`config.mk`:
```
export PLATFORM = sky130hd
export DESIGN_NAME = cuckoo_lookup_sched
export DESIGN_NICKNAME = d
export VERILOG_FILES = /design/src/rtl/cuckoo_lookup_sched.sv
export SDC_FILE = /design/constraint.sdc
export NUM_CORES = 1
export LEC_CHECK = 0
export ABC_AREA = 1
export BUFFER_PORTS_ARGS = -buffer_cell sky130_fd_sc_hd__buf_2
export CAP_MARGIN = 40
export CORE_ASPECT_RATIO = 1.4
export CORE_MARGIN = 1.5
export CORE_UTILIZATION = 46
export CTS_BUF_LIST = sky130_fd_sc_hd__clkbuf_4 sky130_fd_sc_hd__clkbuf_8
export DETAILED_ROUTE_END_ITERATION = 12
export PLACE_DENSITY = 0.75
export SLEW_MARGIN = 20
export SYNTH_ARGS = -nofsm -noshare
export SYNTH_HDL_FRONTEND = slang
export SYNTH_SLANG_ARGS = --single-unit
```
`constraint.sdc`:
```
create_clock -name clk -period 30.7 [get_ports clk]
set_clock_uncertainty 0.2 [all_clocks]
set_input_delay 6.14 -clock clk [delete_from_list [all_inputs] [get_ports clk]]
set_output_delay 6.14 -clock clk [all_outputs]
set_load 0.03 [all_outputs]
```
`src/rtl/cuckoo_lookup_sched.sv`:
```
// cuckoo_lookup_sched: credit-based issue of byte windows to a fixed-latency lookup engine,
// tagging each issue with its offset and collecting non-zero results in a FWFT match FIFO.
// Ports: win_* window input stream (valid/ready); eng_* engine enable, data and result inputs;
// m_* match FIFO output {suf_nc, cmp_nc, suf, cmp, offset}; pkt_done pulse when a packet's
// last tag retires; busy while a packet is being processed.
module cuckoo_lookup_sched #(
  parameter int LAT = 4,
  parameter int DEPTH = 8,
  parameter int OFFW = 16
) (
  input  logic              clk,
  input  logic              rst,
  input  logic              win_valid,
  output logic              win_ready,
  input  logic [159:0]      win_data,
  input  logic              win_sop,
  input  logic              win_eop,
  output logic              eng_enable,
  output logic [159:0]      eng_hash_data,
  output logic [159:0]      eng_cmp_data,
  input  logic [1:0]        eng_cmp,
  input  logic [1:0]        eng_suf,
  input  logic [1:0]        eng_cmp_nc,
  input  logic [1:0]        eng_suf_nc,
  output logic              m_valid,
  input  logic              m_ready,
  output logic [8+OFFW-1:0] m_data,
  output logic              pkt_done,
  output logic              busy
);
  localparam int AW = $clog2(DEPTH);
  localparam int CW = AW + 1;
  localparam int IW = $clog2(LAT + 1);
  localparam int TW = OFFW + 2;
  typedef enum logic [1:0] {IDLE, RUN, DRAIN} state_t;
  state_t state_q, state_d;
  logic [OFFW-1:0] off_q, off_cur;
  logic [TW-1:0] tag_q [LAT];
  logic [159:0] dp_q [LAT-1];
  logic [IW-1:0] inflight_q;
  logic [CW-1:0] cnt_q;
  logic [AW-1:0] wr_q, rd_q;
  logic [8+OFFW-1:0] mem [DEPTH];
  logic [31:0] used;
  logic [7:0] res;
  logic accept, tail_v, tail_eop, push, pop;
  logic [OFFW-1:0] tail_off;
  // Credits count both queued entries and tags still in the engine, so a retiring
  // result always finds room in the FIFO.
  assign used = 32'(cnt_q) + 32'(inflight_q);
  assign win_ready = !rst && state_q != DRAIN && used < 32'(DEPTH);
  assign accept = win_valid && win_ready;
  assign eng_enable = accept;
  assign off_cur = win_sop ? '0 : off_q;
  assign {tail_v, tail_off, tail_eop} = tag_q[LAT-1];
  assign eng_cmp_data = dp_q[LAT-2];
  assign res = {eng_suf_nc, eng_cmp_nc, eng_suf, eng_cmp};
  // Engine outputs are only meaningful when the tail tag is valid; otherwise they are stale.
  assign push = tail_v && |res && cnt_q != CW'(DEPTH);
  assign m_valid = cnt_q != '0;
  assign pop = m_valid && m_ready;
  assign m_data = m_valid ? mem[rd_q] : '0;
  always_ff @(posedge clk or posedge rst) begin
    if (rst) begin
      state_q <= IDLE;
      off_q <= '0;
      eng_hash_data <= '0;
      inflight_q <= '0;
      cnt_q <= '0;
      wr_q <= '0;
      rd_q <= '0;
      for (int i = 0; i < LAT; i++) tag_q[i] <= '0;
      for (int i = 0; i < LAT - 1; i++) dp_q[i] <= '0;
    end else begin
      state_q <= state_d;
      if (accept) off_q <= off_cur + 1'b1;
      if (accept) eng_hash_data <= win_data;
      inflight_q <= inflight_q + IW'(accept) - IW'(tail_v);
      cnt_q <= cnt_q + CW'(push) - CW'(pop);
      wr_q <= wr_q + AW'(push);
      rd_q <= rd_q + AW'(pop);
      tag_q[0] <= {accept, accept ? off_cur : '0, accept && win_eop};
      for (int i = 1; i < LAT; i++) tag_q[i] <= tag_q[i-1];
      dp_q[0] <= accept ? win_data : '0;
      for (int i = 1; i < LAT - 1; i++) dp_q[i] <= dp_q[i-1];
    end
  end
  always_ff @(posedge clk) begin
    if (push) mem[wr_q] <= {res, tail_off};
  end
  always_comb begin
    state_d = state_q == DRAIN ? ((tail_v && tail_eop) ? IDLE : DRAIN)
            : accept ? (win_eop ? DRAIN : RUN) : state_q;
  end
  always_comb begin
    busy = state_q != IDLE;
    pkt_done = state_q == DRAIN && tail_v && tail_eop;
  end
endmodule

```
==> results of run 1 <==
cell families after synthesis:
| kind of cell | count (synthesis) | share of synthesized area |
|---|---|---|
| AO/OA/AOI/OAI | 344 | 0.0547 |
| adder cells (fa/ha/maj) | 17 | 0.00719 |
| flip-flops | 935 | 0.769 |
| XOR/XNOR | 11 | 0.00304 |
| buffers and inverters | 463 | 0.0823 |
| AND/OR/NAND/NOR | 680 | 0.0835 |
synthesized netlist by cell type (3+ instances only):
cell type,instances
dfrtp_1,743
nor2_1,407
nand2_1,239
o21ai_1,225
inv_1,202
edfxtp_1,192
buf_4,182
o21ai_0,115
buf_2,37
buf_6,18
clkbuf_1,16
ha_1,15
nand3_1,14
nor2_2,7
xor2_1,7
nand4_1,6
buf_1,4
xnor2_1,4
inv_2,3
layout make-up:
type                            instances  share of cell area
Clock inverter                         30             0.00845
Clock buffer                          208              0.0702
Multi-Input combinational cell       1052               0.128
Sequential cell                       935               0.658
Antenna cell                            8            0.000541
Inverter                              206              0.0212
Tap cell                              920              0.0311
Timing Repair Buffer                  554              0.0825
path summary, 6_finish.rpt:
check | from | to | slack, ns | cells past startpoint
max in group asynchronous | rst | eng_cmp_data[79]$_DFF_PP0_ | 22.25 | 7
hold reg to reg | dp_q[311]$_DFF_PP0_ | eng_cmp_data[151]$_DFF_PP0_ | 0.14 | 0
setup reg to reg | cnt_q[1]$_DFF_PP0_ | eng_hash_data[147]$_DFFE_PP0N_ | 27.30 | 11
setup / recovery | rst | eng_enable | 16.53 | 7
hold / removal | dp_q[311]$_DFF_PP0_ | eng_cmp_data[151]$_DFF_PP0_ | 0.14 | 0
min in group asynchronous | rst | dp_q[479]$_DFF_PP0_ | 5.06 | 2
sequential cells by signal (all words and copies together) (netlist names), 4 cells and up:
| name | count |
|---|---|
| eng_hash_data | 160 |
| off_q | 16 |
| eng_cmp_data | 160 |
| mem | 192 |
| cnt_q | 4 |
| dp_q | 320 |
| tag_q | 72 |
routing by layer:
layer  routed length (microns)  vias up  GRT usage
met1                     23900     8937      0.204
met4                      2450        8     0.0883
met2                     34000      632      0.327
li1                          -     8504          -
met3                      5170      162     0.0699
met5                        54        -          0
per-stage QoR:
stage / util / setup WS (ns) / area (sq um) / std cells / hold WS, ns
3_3_place_gp: 0.497 / 16.46 / 33800 / 3656 / 0.131
4_1_cts: 0.543 / 16.53 / 37000 / 3903 / 0.134
3_5_place_dp: 0.501 / 16.52 / 34000 / 3665 / 0.135
6_report: 0.544 / 16.53 / 37000 / 3913 / 0.136
2_1_floorplan: - / 3.51 / 31700 / 2450 / 0.131
5_1_grt: 0.544 / 16.35 / 37000 / 3913 / 0.141
power groups by stage:
stage	combinational [mW]	clock, mW	sequential, mW
6_report	0.952	1.03	1.55
5_1_grt	1.04	1.11	1.57
4_1_cts	0.961	1.05	1.55
3_5_place_dp	0.960	0	1.57
3_3_place_gp	0.928	0	1.57
2_1_floorplan	0.538	0	1.73
==> run metrics, run 1 <==
Avg Inst Size Synth=12.9 sq um; commonest non-fill, non-tap cell in the layout=dfrtp_1; crit path time final=14.17 ns; WL per Instance=between 15 and 20 microns; DRC errors left=0; CP Launch Type=primary input; CP Buf/Inv Count=3; Switch Pwr=1.25 mW; Synth Warn #=0; Relative slew margins=0.204; Worst path max stage delay=0.47 ns; row count=113; post-synthesis register bit count=935; IO buf count=522; max_cap viols=0; commonest cells after routing, fill and taps aside=dfrtp_1, buf_2, nor2_1; postcts setup bufs=0; Crit. End Element=output port; Switching Share=0.354; Final ANT Viol Nets=0; first-pass GRT wire length=101,000 microns; kind of critical path=primary input to output port; Iter 0 DRT Violations=a little over 1,000; CP arrival=7.83 ns; Synth top area share=0.587; CTS H-tree lvls=4; Pleak=roughly 19 nW; vias in the first global route=18,800; worst slew pin tran=about 1.2 ns; largest net degree at the start of global routing=263; Final Hold Fails=0; Die H=313 microns; top cell family by delay on the critical path=buffers and inverters; Sequential Power Share=0.440; Clk pin slew, worst setup/hold paths=0.07 ns; maximum fanout along the worst path=44; Seq/Total Area, Yosys=0.769; outcome=finished clean; die width=225 microns; Yosys top cell by area=dfrtp_1; Tot Pwr=3.53 mW; Top-Level Pins=523; fmax=~70 MHz; Post-DP HPWL=43,200 microns; CP max-delay cell=inv_2; later-pin clock latency in the skew report=slightly below 0.8 ns; area of the multi-input gates=4730 sq um; Post-synth top flop=dfrtp_1; Avg Vias per Cell=4.66; Mapped Cells=2,450; gpl congestion=0.840; final wirelength=65,500 microns; power share of the combinational group=0.270; Max VDD drop=73.6 uV; Via Count=around 18,000; cell mode on critical path=buf_2; total grt overflow=0; Final Max Tran Viols=0; Area contributors post-synth=dfrtp_1, edfxtp_1, nor2_1; fillers=5,458; initial antenna violation count=11; Area Overhead vs Synth=16.9%; CTS Buf Count=134; nets=just over 3,000; First-pass DRT Iterations=5; Final Cycle Share=0.462; Pint=2.28 mW; Synth cell types=29; post-CTS sizing=0; gr usage total=0.188; CTS Hold Buffers Added=0; CTS tree=done; RSZ-0062 raised after global routing=false; worst min-delay path category=register to register; clock power share=0.290; Clock Tree Buf Depth=3; Async SR Flop Fraction=0.795; EDFF count, synth=between 150 and 200; core area=68,000 sq um; syn_nets=2,641; CTS Sinks=935; register area=24,400 sq um; CP Cell Sequence=buf_2, nor2_1, nand2_1, nor2_2, nand3_4, inv_2, buf_2; data required time at the worst endpoint=24.36 ns; Mapped Area=31,700 sq um; Starting Density=0.466; setup_tns=0 ns; CTS root buffer=clkbuf_8; layout cells sized above 1=0.274; die area=just over 70,000 sq um; pwr dens=95.4 nW/um^2; # setup viols final=0
(Power assumes the default switching activity.)
==> run 2, diff against run 1 <==
--- a/config.mk
+++ b/config.mk
@@ -13,7 +13,7 @@
 export CORE_UTILIZATION = 46
 export CTS_BUF_LIST = sky130_fd_sc_hd__clkbuf_4 sky130_fd_sc_hd__clkbuf_8
 export DETAILED_ROUTE_END_ITERATION = 12
-export PLACE_DENSITY = 0.75
+export PLACE_DENSITY = 0.78
 export SLEW_MARGIN = 20
 export SYNTH_ARGS = -nofsm -noshare
 export SYNTH_HDL_FRONTEND = slang
==> constraint.sdc (replaced) <==
create_clock -name clk -period 11.7 [get_ports clk]
set_clock_uncertainty 0.2 [all_clocks]
set_input_delay 2.34 -clock clk [delete_from_list [all_inputs] [get_ports clk]]
set_output_delay 2.34 -clock clk [all_outputs]
set_load 0.03 [all_outputs]
==> run metrics, run 2 (synthesized netlist as in run 1, its figures left out) <==
Avg Vias per Cell=4.68 (+0.43%); Die H=313 microns (unchanged); vias in the first global route=18,700 (-0.77%); die width=225 microns (unchanged); commonest cells after routing, fill and taps aside=dfrtp_1, buf_2, nor2_1; Final ANT Viol Nets=0 (unchanged); # setup viols final=0 (unchanged); worst reg2reg endpoint=eng_hash_data[59]$_DFFE_PP0N_; outcome=finished clean; crit path time final=6.46 ns; commonest non-fill, non-tap cell in the layout=dfrtp_1; CTS tree=done; worst hold path endpoint=tag_q[3]$_DFF_PP0_; CTS Buf Count=134 (unchanged); CTS root buffer=clkbuf_8; post-route cell area=37,400 sq um (+0.99%); total grt overflow=0 (unchanged); post-route insts no fill=3,919 (+0.15%); final wirelength=66,200 microns (+1.0%); met1 GRT Util=0.211 (+0.00781); CP Launch Type=primary input; busiest grt layer=met2; worst slew pin tran=0.826 ns (-0.368 ns); Post-DP HPWL=42,500 microns (-1.7%); Post-DP Area=34,100 sq um (+0.19%); Crit. End Element=output port; gr usage total=0.189 (about the same); pwr dens=254 nW/um^2 (+170%); hold_sp=tag_q[21]$_DFF_PP0_; met3 Usage GRT=0.0623 (-0.00757); critical register-to-register path startpoint=cnt_q[1]$_DFF_PP0_; Top-Level Pins=523 (unchanged); worst min-delay path category=register to register; kind of critical path=primary input to output port; core area=68,000 sq um (unchanged); GR Util met2=0.318 (-0.00873); Max VDD drop=290 uV (+290%); WL per Instance=16.9 microns (+0.88%); First-pass DRT Iterations=7 (+2); CTS Hold Buffers Added=0 (unchanged); fillers=5,291 (-3.1%); largest net degree at the start of global routing=261 (-0.76%); CP arrival=3.92 ns (-3.91 ns); Relative slew margins=0.449 (+0.245); largest reg by FF count=dp_q; CTS H-tree lvls=4 (unchanged); row count=113 (unchanged); Area Overhead vs Synth=18.1%; CTS Sinks=935 (unchanged); DRC errors left=0 (unchanged); Largest regs=dp_q x320, mem x192; layout cells sized above 1=0.276 (+0.00227); Clk pin slew, worst setup/hold paths=0.06 ns (about the same); Via Count=18,300 (+0.58%); initial antenna violation count=5 (-6); maximum fanout along the worst path=31 (-30%); reg2reg setup slack=8.33 ns (-18.97 ns); max_cap viols=0 (unchanged); Starting Density=0.466 (unchanged); post-CTS sizing=0 (unchanged); first-pass GRT wire length=101,000 microns (-0.13%); Final Max Tran Viols=0 (unchanged); hold path cells=0 (unchanged); data required time at the worst endpoint=9.16 ns (-15.20 ns); Final Hold Fails=0 (unchanged); dpl cells=3,663 (-0.055%); nets=3,075 (+0.033%); gpl congestion=0.834 (-0.71%); Pleak=19.2 nW (+0.78%); later-pin clock latency in the skew report=0.78 ns (about the same); die area=70,400 sq um (unchanged); Iter 0 DRT Violations=1,206 (+17%); max reg flops=320 (unchanged); IO buf count=522 (unchanged); postcts setup bufs=0 (unchanged); RSZ-0062 raised after global routing=false; Clock Tree Buf Depth=3 (unchanged); Worst Reg2Reg Path Length in Cells=10 (-1); Final Cycle Share=0.552; fmax=155 MHz
## run 2: worst max-delay path by stage
stage	cells past startpoint	endpoint	slack, ns	start
global placement	7	eng_enable	5.27	rst
detailed placement	7	eng_enable	5.26	rst
floorplan	1	cnt_q[0]$_DFF_PP0_	-1.02	rst
CTS	7	eng_enable	5.25	rst
global route	7	eng_enable	5.12	rst
finish	7	eng_enable	5.24	rst
## run 2: area by class of cell
class,instances,area [sq um],share of cell area
Inverter,206,783,0.0210
Multi-Input combinational cell,1052,4760,0.127
Antenna cell,6,15.0,0.000402
Tap cell,920,1150,0.0308
Clock inverter,38,542,0.0145
Clock buffer,207,2590,0.0692
Timing Repair Buffer,555,3190,0.0852
Sequential cell,935,24400,0.652
## run 2: power breakdown
part	leakage [nW]	total, mW	internal (mW)	switching (mW)
clock	1.64	2.89	1.67	1.22
combinational	5.74	2.53	0.689	1.84
sequential	11.8	4.06	3.83	0.237
## run 2: per-layer routing
metal  routed length [microns]  up-vias
met5                         0        -
met4                      2740        0
met3                      4770      136
met2                     33800      673
met1                     24900     9026
li1                          -     8514
## run 2: per-stage QoR
step                      total power [mW]  hold WS (ns)  worst slack (ns)  utilization  TNS (ns)
after floorplan                       5.96         0.131             -1.02            -   -760.42
after global placement                6.53         0.131              5.27        0.497         0
after detailed placement              6.65         0.135              5.26        0.501         0
after CTS                             9.57         0.124              5.25        0.547         0
after global routing                  9.96         0.131              5.12        0.550         0
final                                 9.49         0.120              5.24        0.550         0
## run 2: critical path, cell delays in order
cell and delay, ns:
buf_2 0.12, nor2_1 0.10, nand2_1 0.07, nor2_2 0.17
nand3_4 0.35, inv_2 0.48, buf_2 0.28
